$ cat src/rtl/count_display_driver_pkg.sv
// Shared constants for the count display driver: segment patterns,
// conversion FSM states and the anode scan table.
package count_display_driver_pkg;

  localparam logic [6:0] SEG_0     = 7'b1000000;
  localparam logic [6:0] SEG_1     = 7'b1111001;
  localparam logic [6:0] SEG_2     = 7'b0100100;
  localparam logic [6:0] SEG_3     = 7'b0110000;
  localparam logic [6:0] SEG_4     = 7'b0011001;
  localparam logic [6:0] SEG_5     = 7'b0010010;
  localparam logic [6:0] SEG_6     = 7'b0000010;
  localparam logic [6:0] SEG_7     = 7'b1111000;
  localparam logic [6:0] SEG_8     = 7'b0000000;
  localparam logic [6:0] SEG_9     = 7'b0010000;
  localparam logic [6:0] SEG_BLANK = 7'b1111111;

  typedef enum logic [1:0] {
    ST_LOAD   = 2'd0,
    ST_SHIFT  = 2'd1,
    ST_COMMIT = 2'd2,
    ST_IDLE   = 2'd3
  } conv_state_e;

  // Entry [i] drives digit i low; digit 0 is the rightmost
  localparam logic [3:0][3:0] AN_ONEHOT = {4'b0111, 4'b1011, 4'b1101, 4'b1110};

  function automatic logic [6:0] seg_encode(input logic [3:0] nib);
    logic [6:0] s;
    case (nib)
      4'd0:    s = SEG_0;
      4'd1:    s = SEG_1;
      4'd2:    s = SEG_2;
      4'd3:    s = SEG_3;
      4'd4:    s = SEG_4;
      4'd5:    s = SEG_5;
      4'd6:    s = SEG_6;
      4'd7:    s = SEG_7;
      4'd8:    s = SEG_8;
      4'd9:    s = SEG_9;
      default: s = SEG_BLANK;
    endcase
    return s;
  endfunction

endpackage

$ cat src/rtl/count_display_driver_bin2bcd_seq.sv
// Sequential double-dabble converter: one add-3/shift step per clock,
// result committed to bcd only when a conversion completes.
module bin2bcd_seq
  import count_display_driver_pkg::*;
#(
  parameter int IN_WIDTH = 5
) (
  input  logic                clk,
  input  logic                reset,
  input  logic [IN_WIDTH-1:0] value,
  output logic [15:0]         bcd,
  output logic                busy
);

  localparam int SR_W  = 16 + IN_WIDTH;
  localparam int CNT_W = $clog2(IN_WIDTH + 1);

  conv_state_e         state_q, state_d;
  logic [SR_W-1:0]     sr_q, sr_d;
  logic [SR_W-1:0]     adj_s;
  logic [IN_WIDTH-1:0] value_q, value_d;
  logic [CNT_W-1:0]    cnt_q, cnt_d;
  logic [15:0]         bcd_q, bcd_d;
  logic                busy_q, busy_d;

  // Nibbles of 5 or more become >= 8 after +3, so the shift carries into the next digit
  always_comb begin
    adj_s = sr_q;
    for (int i = 0; i < 4; i++) begin
      if (sr_q[IN_WIDTH+4*i +: 4] >= 4'd5) begin
        adj_s[IN_WIDTH+4*i +: 4] = sr_q[IN_WIDTH+4*i +: 4] + 4'd3;
      end else begin
        adj_s[IN_WIDTH+4*i +: 4] = sr_q[IN_WIDTH+4*i +: 4];
      end
    end
  end

  always_comb begin
    state_d = state_q;
    sr_d    = sr_q;
    value_d = value_q;
    cnt_d   = cnt_q;
    bcd_d   = bcd_q;
    case (state_q)
      ST_LOAD: begin
        sr_d    = {16'h0000, value};
        value_d = value;
        cnt_d   = '0;
        state_d = ST_SHIFT;
      end
      ST_SHIFT: begin
        sr_d  = adj_s << 1;
        cnt_d = cnt_q + CNT_W'(1);
        if (cnt_q == CNT_W'(IN_WIDTH - 1)) begin
          state_d = ST_COMMIT;
        end else begin
          state_d = ST_SHIFT;
        end
      end
      ST_COMMIT: begin
        bcd_d   = sr_q[IN_WIDTH +: 16];
        state_d = ST_IDLE;
      end
      ST_IDLE: begin
        if (value != value_q) begin
          state_d = ST_LOAD;
        end else begin
          state_d = ST_IDLE;
        end
      end
      default: state_d = ST_LOAD;
    endcase
    busy_d = (state_d != ST_IDLE);
  end

  always_ff @(posedge clk or posedge reset) begin
    if (reset) begin
      state_q <= ST_LOAD;
      sr_q    <= '0;
      value_q <= '0;
      cnt_q   <= '0;
      bcd_q   <= 16'h0000;
      busy_q  <= 1'b1;
    end else begin
      state_q <= state_d;
      sr_q    <= sr_d;
      value_q <= value_d;
      cnt_q   <= cnt_d;
      bcd_q   <= bcd_d;
      busy_q  <= busy_d;
    end
  end

  assign bcd  = bcd_q;
  assign busy = busy_q;

endmodule

$ cat src/rtl/count_display_driver.sv
// Converts a binary count to BCD and scans it onto a 4-digit common-anode,
// active-low seven-segment display with leading-zero blanking.
module count_display_driver
  import count_display_driver_pkg::*;
#(
  parameter int IN_WIDTH    = 5,
  parameter int REFRESH_DIV = 100000
) (
  input  logic                clk,
  input  logic                reset,
  input  logic [IN_WIDTH-1:0] value,
  output logic [3:0]          an,
  output logic [6:0]          seg,
  output logic                dp,
  output logic                busy
);

  localparam int PRE_W = $clog2(REFRESH_DIV);

  logic [15:0]      bcd_s;
  logic [3:0]       blank_s;
  logic [3:0]       nib_s;
  logic [PRE_W-1:0] pre_q, pre_d;
  logic [1:0]       idx_q, idx_d;
  logic [3:0]       an_q, an_d;
  logic [6:0]       seg_q, seg_d;

  bin2bcd_seq #(
    .IN_WIDTH(IN_WIDTH)
  ) u_bin2bcd (
    .clk  (clk),
    .reset(reset),
    .value(value),
    .bcd  (bcd_s),
    .busy (busy)
  );

  // A digit is blank when it and every digit to its left are zero
  always_comb begin
    blank_s[3] = (bcd_s[15:12] == 4'd0);
    blank_s[2] = blank_s[3] && (bcd_s[11:8] == 4'd0);
    blank_s[1] = blank_s[2] && (bcd_s[7:4] == 4'd0);
    blank_s[0] = 1'b0;
  end

  always_comb begin
    if (pre_q == PRE_W'(REFRESH_DIV - 1)) begin
      pre_d = '0;
      idx_d = idx_q + 2'd1;
    end else begin
      pre_d = pre_q + PRE_W'(1);
      idx_d = idx_q;
    end
    nib_s = bcd_s[{idx_q, 2'b00} +: 4];
    an_d  = AN_ONEHOT[idx_q];
    if (blank_s[idx_q]) begin
      seg_d = SEG_BLANK;
    end else begin
      seg_d = seg_encode(nib_s);
    end
  end

  always_ff @(posedge clk or posedge reset) begin
    if (reset) begin
      pre_q <= '0;
      idx_q <= 2'd0;
      an_q  <= 4'b1110;
      seg_q <= SEG_0;
    end else begin
      pre_q <= pre_d;
      idx_q <= idx_d;
      an_q  <= an_d;
      seg_q <= seg_d;
    end
  end

  assign an  = an_q;
  assign seg = seg_q;
  assign dp  = 1'b1;

endmodule

$ cat config.mk
export PLATFORM = sky130hd
export DESIGN_NAME = count_display_driver
export DESIGN_NICKNAME = d
export VERILOG_FILES = /design/src/rtl/count_display_driver_pkg.sv /design/src/rtl/count_display_driver_bin2bcd_seq.sv /design/src/rtl/count_display_driver.sv
export SDC_FILE = /design/constraint.sdc
export NUM_CORES = 1
export LEC_CHECK = 0
export CORE_MARGIN = 2
export CORE_UTILIZATION = 45
export DETAILED_ROUTE_END_ITERATION = 8
export GPL_ROUTABILITY_DRIVEN = 0
export PLACE_DENSITY_LB_ADDON = 0.08
export SLEW_MARGIN = 20
export SYNTH_ARGS = -nofsm -noshare
export SYNTH_HDL_FRONTEND = slang
export SYNTH_HIERARCHICAL = 1
export SYNTH_SLANG_ARGS = --single-unit
$ cat constraint.sdc
create_clock -name clk -period 2.1 [get_ports clk]
set_clock_uncertainty 0.1 [all_clocks]
set_input_delay 0.63 -clock clk [delete_from_list [all_inputs] [get_ports clk]]
set_output_delay 0.63 -clock clk [all_outputs]
set_load 0.05 [all_outputs]
# Word-level counts from Yosys, hierarchy flattened
# Memories as Yosys holds them, arrays and structs flattened.
# Index checks and enable logic that the tools add are counted.
[classes]
n_addsub = 7
order_cmp = 5
n_eq_ne = 7
shifts = 1
mux = 15
n_reduce_logical = 7
[op_table]
columns = ["op", "n"]
rows = [
  ["$pmux W21 S2", 1],
  ["$add A17 B1 Y17 const B", 1],
  ["$eq A17 B17 Y1 const B", 1],
  ["$mux W17", 1],
  ["$ge A4 B3 Y1 const B", 4],
  ["$mux W4", 4],
  ["$shiftx A16 B5 Y4", 1],
  ["$add A4 B2 Y4 const B", 3],
  ["$logic_not A4 Y1", 3],
  ["$bmux W4 S2", 1],
  ["$pmux W2 S4", 1],
  ["$mux W7", 1],
  ["$pmux W3 S2", 1],
  ["$ne A5 B5 Y1", 1],
  ["$eq A2 B2 Y1 const B", 2],
  ["$mux W2", 2],
  ["$add A3 B1 Y3 const B", 1],
  ["$add A3 B2 Y3 const B", 1],
  ["$eq A3 B3 Y1 const B", 1],
  ["$lt A2 B3 Y1 const B", 1],
  ["$mux W3", 1],
  ["$add A2 B1 Y2 const B", 1],
  ["$bmux W1 S2", 1],
  ["$eq A2 B1 Y1 const B", 1],
  ["other kinds (5)", 6],
]
[word_totals]
ff_bits = 78
mem_bits_ro = 112
input_bits = 7
output_inout_bits = 13
memories = 1
[memory_table]
columns = ["name", "words", "width", "rd", "rd_ports_with_merged_regs", "wr", "line_no", "rtl"]
rows = [
  ["(name not given)", 16, 7, 1, 0, 0, "count_display_driver_pkg.sv:29", "case (nib)"],
]

# Depth between registers and ports, before layout
# Gate-level depths: netlist of the first run.
[depth]
depth_word = 6
ltp_mapped = 7
mapped_depth_nobuf = 6

# By module
# The synthesis of the first run kept the hierarchy.
[modules_own_cells]
columns = ["module", "n_inst", "cells_each", "area_each_um2", "seq_area_each_um2"]
rows = [
  ["bin2bcd_seq", 1, 198, 2287.2, 1202.4],
  ["count_display_driver", 1, 139, 1574.0, 755.7],
]

# Least setup slack after synthesis of the first run
# No wires, ideal clock.
[synth_timing]
kind = "reg-to-reg"
start = "register idx_q[0]"
end = "register seg_q[4], in the netlist seg[4]"
setup_time_ps = 131
arrival_time_ps = 1757
required_ps = 1869
slack_ps = 112
stages_incl_launch_ff = 8
n_path_buf = 1
path_cell_list = "dfrtp_1 buf_6 mux4_1 inv_1 ha_1 nor2b_4 a211oi_2 o32ai_1"
[synth_via]
elab_chain_cells = 3
[synth_rtl]
columns = ["element", "line_no", "rtl"]
rows = [
  ["start: declaration", "count_display_driver.sv:24", "logic [1:0] idx_q, idx_d;"],
  ["start signal: assignment", "count_display_driver.sv:71", "idx_q <= idx_d;"],
  ["$shiftx A16 B5 Y4 / $bmux W1 S2 (equally long branches)", "count_display_driver.sv:54, count_display_driver.sv:56", ""],
  ["$mem_v2 Z16 W7 / $mux W1 (equally long branches)", "--", ""],
  ["$mux W7 *", "count_display_driver.sv:56", "if (blank_s[idx_q]) begin"],
  ["via seg_d[4]", "count_display_driver.sv:26", "logic [6:0] seg_q, seg_d;"],
  ["end signal: assignment", "count_display_driver.sv:73", "seg_q <= seg_d;"],
  ["end: declaration", "count_display_driver.sv:26", ""],
]
# Mark *: on every way through the listed nets, which the timed path passes. The rest lies on a longest branch. The select of a mux whose other input is x is not followed.
# A chain may end at the register's enable or synchronous reset.

# Worst setup path after layout of the first run
# Ends and elaborated chain as after synthesis.

==> results.cfg, run 1 <==
[floorplan]
fp-row-count = 33
top_level_ports = 20
die_area_um2 = 9340
starting_density_of_the_core_pct = 46.8
floorplan.die.width_um = 96.6
die_height_um = 96.6
floorplan.core_area_um2 = 8260

[grt]
grt_overflow_total = 0
number_of_antenna_violations_at_the_first_check_in_global_routing = 0
grt_pass1_wl_mm = 11.9
grt_pass1_vias = 2529
all_layer_global_routing_usage_pct = 15.5
maximum_number_of_pins_on_one_net_before_global_route_repair = 31

[yosys]
synth-compound-area-share_pct = 9.17
synth-adder-area-share_pct = 6.48
synth.mux.area_fraction_pct = 11.2
async_flop_share_pct = 100
synth_ff_type = dfrtp_1
synth_simple_gate_area_share_pct = 11.9
postSynthCellCount = 337
ys.warnings.count = 6
synthXorXnorAreaFrac_pct = 5.67
syn-num-nets = 364
syn_avg_cell_area_um2 = 11.5
synth_area_um2 = 3860
ys_seq_elements = 78
main_combinational_cell_family_by_area_after_synthesis = simple AND/OR/NAND/NOR gates
synth_edf_count = 0
synth.yosys.seq_area_share_pct = 50.7
ys_types = 45

[final_layout]
design.final.nets = 397
final_standard_cell_area_without_fillers_um2 = 4470
inserted_diodes = 0
num-fill-cells = 712
syn_to_final_growth_pct = 15.7
final_util_pct = 54.1
layout.cells.non_filler = 480
drive_gt1_share_pct = 22.7

[setup_path]
critical_path.startpoint_type = flip-flop
cp_top_family = multiplexers
worst_ep_required_time_ps = 2220
critical_path_peak_fanout = 4
critical_path_buf_inv_count = 1
max_stage_delay_ps = 600
timing.critical_path.slowest_stage_cell = mux4_1
critical_path.cell_chain = mux4_1 > inv_1 > ha_1 > nor2b_4 > a211oi_2 > o32ai_1
end_kind = flip-flop
cp_data_arrival_time_ps = 2080
criticalPathCategory = flip-flop to flip-flop

[route]
routed_via_density = 5.15
route.antenna.remaining_nets = 0
detailroute.via_count = 2474
detailedRoute.firstPassIterationCount = 4
routed_wire_length_per_instance_um = 13.8
detailedRoute.firstIterationViolations = 137
wl_mm = 6.62
remaining_drc_errors = 0

[timing]
fin_worst_hold_slack_ps = 386
setup_viol_count_final = 0
final_max_slew_viol_count = 0
min_period_over_period_pct = 93.3
hold_viol = 0
tns_ps = 0
layout_setup_ws_ps = 140
rsz0062_at_grt = false
period_needed_ps = 1960
clock.fmax_ghz = 0.510

[place]
placed_instances = 464
pre_cts_slack_ps = -37.4
postPlaceCellArea_um2 = 4260
detailedPlacementHpwl_mm = 4.78
place.port_buffers = 18

[clock_tree]
max-clock-path-buffers = 2
clock_tree.htree_level_count = 3
cts-resized-gates = 0
cts_root_buffer = clkbuf_8
tritoncts = done
clk-insertion-delay-late_ps = 350
postCtsHoldBufs = 0
cts_post_setup_buffers_inserted = 0
cts_inserted_buffers = 9
clkSlewWorstSetupHoldPaths_ps = 90
clock_sink_count = 78

[power]
power_leakage_nw = 2.09
finalPower_mw = 5.74
reg_power_share_pct = 41.5
netSwitchingPower_mw = 2.12
share_comb_of_total_power_pct = 38.5
p_sw_share_pct = 36.9
power_report.internal_total_mw = 3.63
clkPwrFrac_pct = 20.0
powerDensity_nw_per_um2 = 1290
worst_ir_drop_vdd_mv = 0.593

[flow_run]
timing.max_cap.violations = 0

[outcome]
outcome = complete, no violations

[worst_hold_path]
worst_hold_path_type = flip-flop to flip-flop
-- per-layer routing --
metal | vias to the layer above | track usage, % | wire length, um
li1 | 1225 | - | -
met1 | 1210 | 21.2 | 3300
met2 | 30 | 23.8 | 3030
met3 | 9 | 2.96 | 158
met4 | 0 | 7.15 | 128
met5 | - | 0 | 0
-- cells by family after synthesis --
group | count (synthesis)
AND/OR/NAND/NOR | 84
adder cells (fa/ha/maj) | 20
multiplexers | 35
flip-flops | 78
AO/OA/AOI/OAI | 56
buffers and inverters | 38
other | 1
XOR/XNOR | 25
-- final timing paths --
path | to | startpoint | slack (ps) | depth (start not counted)
setup / recovery | seg[4]$_DFF_PP0_ | idx_q[0]$_DFFE_PP0N_ | 140 | 6
hold / removal | pre_q[0]$_DFF_PP0_ | pre_q[0]$_DFF_PP0_ | 390 | 1
setup reg to reg | seg[4]$_DFF_PP0_ | idx_q[0]$_DFFE_PP0N_ | 140 | 6
hold reg to reg | pre_q[0]$_DFF_PP0_ | pre_q[0]$_DFF_PP0_ | 390 | 1
max in group asynchronous | u_bin2bcd/sr_q[15]$_DFFE_PP0P_ | reset | 960 | 3
min in group asynchronous | u_bin2bcd/sr_q[3]$_DFFE_PP0P_ | reset | 490 | 2
-- flip-flops by register name, summed over array words and instances (netlist names) --
signal and flops:
u_bin2bcd/state_q 2, u_bin2bcd/busy 1, pre_q 17, u_bin2bcd/value_q 5
u_bin2bcd/bcd 16, idx_q 2, u_bin2bcd/cnt_q 3, u_bin2bcd/sr_q 21
an 4, seg 7
-- power groups by stage --
stage	registers [mW]	clock network, mW	logic [mW]
floorplan	2.45	0	1.59
global placement	2.40	0	2.17
detailed placement	2.41	0	2.23
CTS	2.38	1.20	2.24
global route	2.45	1.27	2.50
finish	2.38	1.15	2.21
-- synthesized netlist by cell type (2+ instances only) --
cell type  number  area (um2)
dfstp_2         5         131
nor4_1          3        18.8
nor2b_1         2        12.5
a22o_1          9        78.8
o21ai_1         3        15.0
nor2b_4         2        27.5
dfrtp_1        73        1830
inv_1          23        86.3
a21oi_1        12        60.1
and4_1          4        35.0
clkbuf_1        4        15.0
mux2_2         23         259
nand3_1         9        45.0
a21o_1          2        15.0
and3_1          2        12.5
o21ai_0        23         115
a32o_1          2        20.0
ha_1           20         250
nor2_1         14        52.6
nand4_1         5        31.3
nand2_1        24        90.1
buf_6           4        45.0
xnor2_1        13         114
mux4_2          3        67.6
mux2i_1         8        80.1
nor3b_1         3        22.5
xor2_1         12         105
nor4b_1         2        17.5
nand2b_1        8        50.1
buf_2           5        25.0
-- cell type report --
type	instances	area, um2	area share, %
clock inverter	6	68.8	1.54
clock buffer	10	138	3.08
timing repair buffer	36	360	8.07
multi-input combinational	221	1720	38.5
inverter	24	90.1	2.02
tap	105	131	2.94
sequential	78	1960	43.8
-- layout by cell type (no fill, tap or decap), types with 4 or more instances in the layout --
cell	netlist	layout
clkbuf_8	0	10
ha_1	20	20
o21ai_0	23	23
dfrtp_1	73	73
a21oi_1	12	12
nand4_1	5	5
nand3_1	9	9
nand2b_1	8	8
buf_12	0	6
mux2_2	23	23
buf_4	1	24
nor2_1	14	14
and4_1	4	4
inv_1	23	22
dfstp_2	5	5
xor2_1	12	12
clkdlybuf4s50_1	0	6
a22o_1	9	9
xnor2_1	13	13
nand2_1	24	24
mux2i_1	8	8
No activity file was read; power rests on OpenSTA's default activity.
==> run 2, diff against run 1 <==
--- a/config.mk
+++ b/config.mk
@@ -6,7 +6,7 @@
 export NUM_CORES = 1
 export LEC_CHECK = 0
 export CORE_MARGIN = 2
-export CORE_UTILIZATION = 45
+export CORE_UTILIZATION = 54
 export DETAILED_ROUTE_END_ITERATION = 8
 export GPL_ROUTABILITY_DRIVEN = 0
 export PLACE_DENSITY_LB_ADDON = 0.08
==> results.cfg, run 2 (synthesis results as in run 1) <==
[outcome]
outcome = complete, no violations

[final_layout]
commonest_cells_after_routing_fill_and_taps_aside = dfrtp_1 (73), nand2_1 (24), o21ai_0 (23), mux2_2 (23), buf_4 (23)
largest_register_ff_count = 21
drive_gt1_share_pct = 22.2
final_standard_cell_area_without_fillers_um2 = 4460
max_flop_register = u_bin2bcd/sr_q
inserted_diodes = 0
final_util_pct = 64.9
syn_to_final_growth_pct = 15.4
design.final.nets = 396
layout_commonest_cell = dfrtp_1
num-fill-cells = 540

[setup_path]
r2r.worst_path.cells = 6
end_kind = flip-flop
cp_data_arrival_time_ps = 2020
worst_ep_required_time_ps = 2220
timing.critical_path.slowest_stage_cell = mux4_1
critical_path.cell_chain = mux4_1 > inv_1 > ha_1 > nor2b_4 > a211oi_2 > o32ai_1
max_stage_delay_ps = 590
criticalPathCategory = flip-flop to flip-flop
critical_path.startpoint_type = flip-flop
critical_path_peak_fanout = 3

[timing]
rsz0062_at_grt = false
period_needed_ps = 1910
min_period_over_period_pct = 90.8
hold_viol = 0
tns_ps = 0
setup_viol_count_final = 0
timing.max_slew.rel_slack_pct = 65.5
clock.fmax_ghz = 0.525
final_max_slew_viol_count = 0
tightestPinTransition_ps = 516

[power]
power_leakage_nw = 2.09
finalPower_mw = 5.78
powerDensity_nw_per_um2 = 1300
worst_ir_drop_vdd_mv = 0.675

[floorplan]
starting_density_of_the_core_pct = 56.2
fp-row-count = 30
die_height_um = 88.6
die_area_um2 = 7840
top_level_ports = 20
floorplan.die.width_um = 88.6
floorplan.core_area_um2 = 6870

[clock_tree]
postCtsHoldBufs = 0
clock_tree.htree_level_count = 3
clk-insertion-delay-late_ps = 340
cts_post_setup_buffers_inserted = 0
cts-resized-gates = 0
cts_inserted_buffers = 9
cts_root_buffer = clkbuf_8
clkSlewWorstSetupHoldPaths_ps = 80
clock_sink_count = 78
max-clock-path-buffers = 2
tritoncts = done

[grt]
grt_pass1_wl_mm = 11.1
grt_overflow_total = 0
maximum_number_of_pins_on_one_net_before_global_route_repair = 33
all_layer_global_routing_usage_pct = 18.3
grt_pass1_vias = 2376
number_of_antenna_violations_at_the_first_check_in_global_routing = 0

[route]
route.antenna.remaining_nets = 0
wl_mm = 6.29
routed_via_density = 5.25
detailedRoute.firstIterationViolations = 146
detailedRoute.firstPassIterationCount = 4
detailroute.via_count = 2468
remaining_drc_errors = 0
routed_wire_length_per_instance_um = 13.4

[worst_hold_path]
worst_hold_path_type = flip-flop to flip-flop
whs_path_depth = 1

[place]
detailedPlacementHpwl_mm = 4.47
place.port_buffers = 18
postPlaceCellArea_um2 = 4240

[flow_run]
timing.max_cap.violations = 0
## run 2: cell types whose count changed in the layout (fill, tap and decap cells not counted)
cell and change:
bufinv_16 +1, clkinv_4 -1, clkbuf_1 +1, buf_4 -1, inv_6 -1, clkbuf_8 -1
clkinv_2 +1
## run 2: layer usage
layer | GRT usage (%) | up-vias | routed length [um] | part of all wire, %
li1 | - | 1235 | - | -
met1 | 25.7 | 1194 | 3220 | 51
met2 | 28.2 | 31 | 2840 | 45
met3 | 3.08 | 8 | 142 | 2.3
met4 | 8.26 | 0 | 89 | 1.4
met5 | 0 | - | 0 | 0
## run 2: worst paths after layout
check / from / slack, ps / endpoint
setup / recovery: idx_q[0]$_DFFE_PP0N_ / 190 / seg[4]$_DFF_PP0_
hold / removal: pre_q[0]$_DFF_PP0_ / 370 / pre_q[0]$_DFF_PP0_
setup reg to reg: idx_q[0]$_DFFE_PP0N_ / 190 / seg[4]$_DFF_PP0_
hold reg to reg: pre_q[0]$_DFF_PP0_ / 370 / pre_q[0]$_DFF_PP0_
max in group asynchronous: reset / 990 / an[2]$_DFF_PP1_
min in group asynchronous: reset / 420 / u_bin2bcd/value_q[1]$_DFFE_PP0P_
## run 2: area by class of cell
cell class                      instances  area (um2)  share of cell area, %
Clock buffer                           10         128                   2.86
Clock inverter                          6        86.3                   1.94
Inverter                               24        90.1                   2.02
Multi-Input combinational cell        221        1720                   38.6
Sequential cell                        78        1960                   43.9
Tap cell                               96         120                   2.70
Timing Repair Buffer                   35         353                   7.92
## run 2: worst max-delay path: cells and delay by family, from the launching register on
family	cells	cell delay, ps
muxes	1	590
DFF	1	400
AOI/OAI and AO/OA	2	300
adders and majority gates	1	220
buffers and inverters	1	120
and+or+nand+nor	1	50
## run 2: metrics by stage
step	hold WS [ps]	std cells	setup WS [ps]
global route	416	470	86.3
global placement	366	454	-53.2
finish	374	470	193
detailed placement	370	454	-52.1
floorplan	348	337	112
CTS	381	470	185
## run 2: power breakdown
part	internal [mW]	switching, mW	total (mW)
Clock	0.667	0.539	1.21
Combinational	1.07	1.12	2.19
Sequential	1.97	0.416	2.38
Total	3.70	2.08	5.78
==> run 3, diff against run 2 <==
--- a/config.mk
+++ b/config.mk
@@ -9,6 +9,7 @@
 export CORE_UTILIZATION = 54
 export DETAILED_ROUTE_END_ITERATION = 8
 export GPL_ROUTABILITY_DRIVEN = 0
+export HOLD_SLACK_MARGIN = 0.03
 export PLACE_DENSITY_LB_ADDON = 0.08
 export SLEW_MARGIN = 20
 export SYNTH_ARGS = -nofsm -noshare
==> results of run 3 <==
Final layout, timing and power as in run 2 (identical DEF).
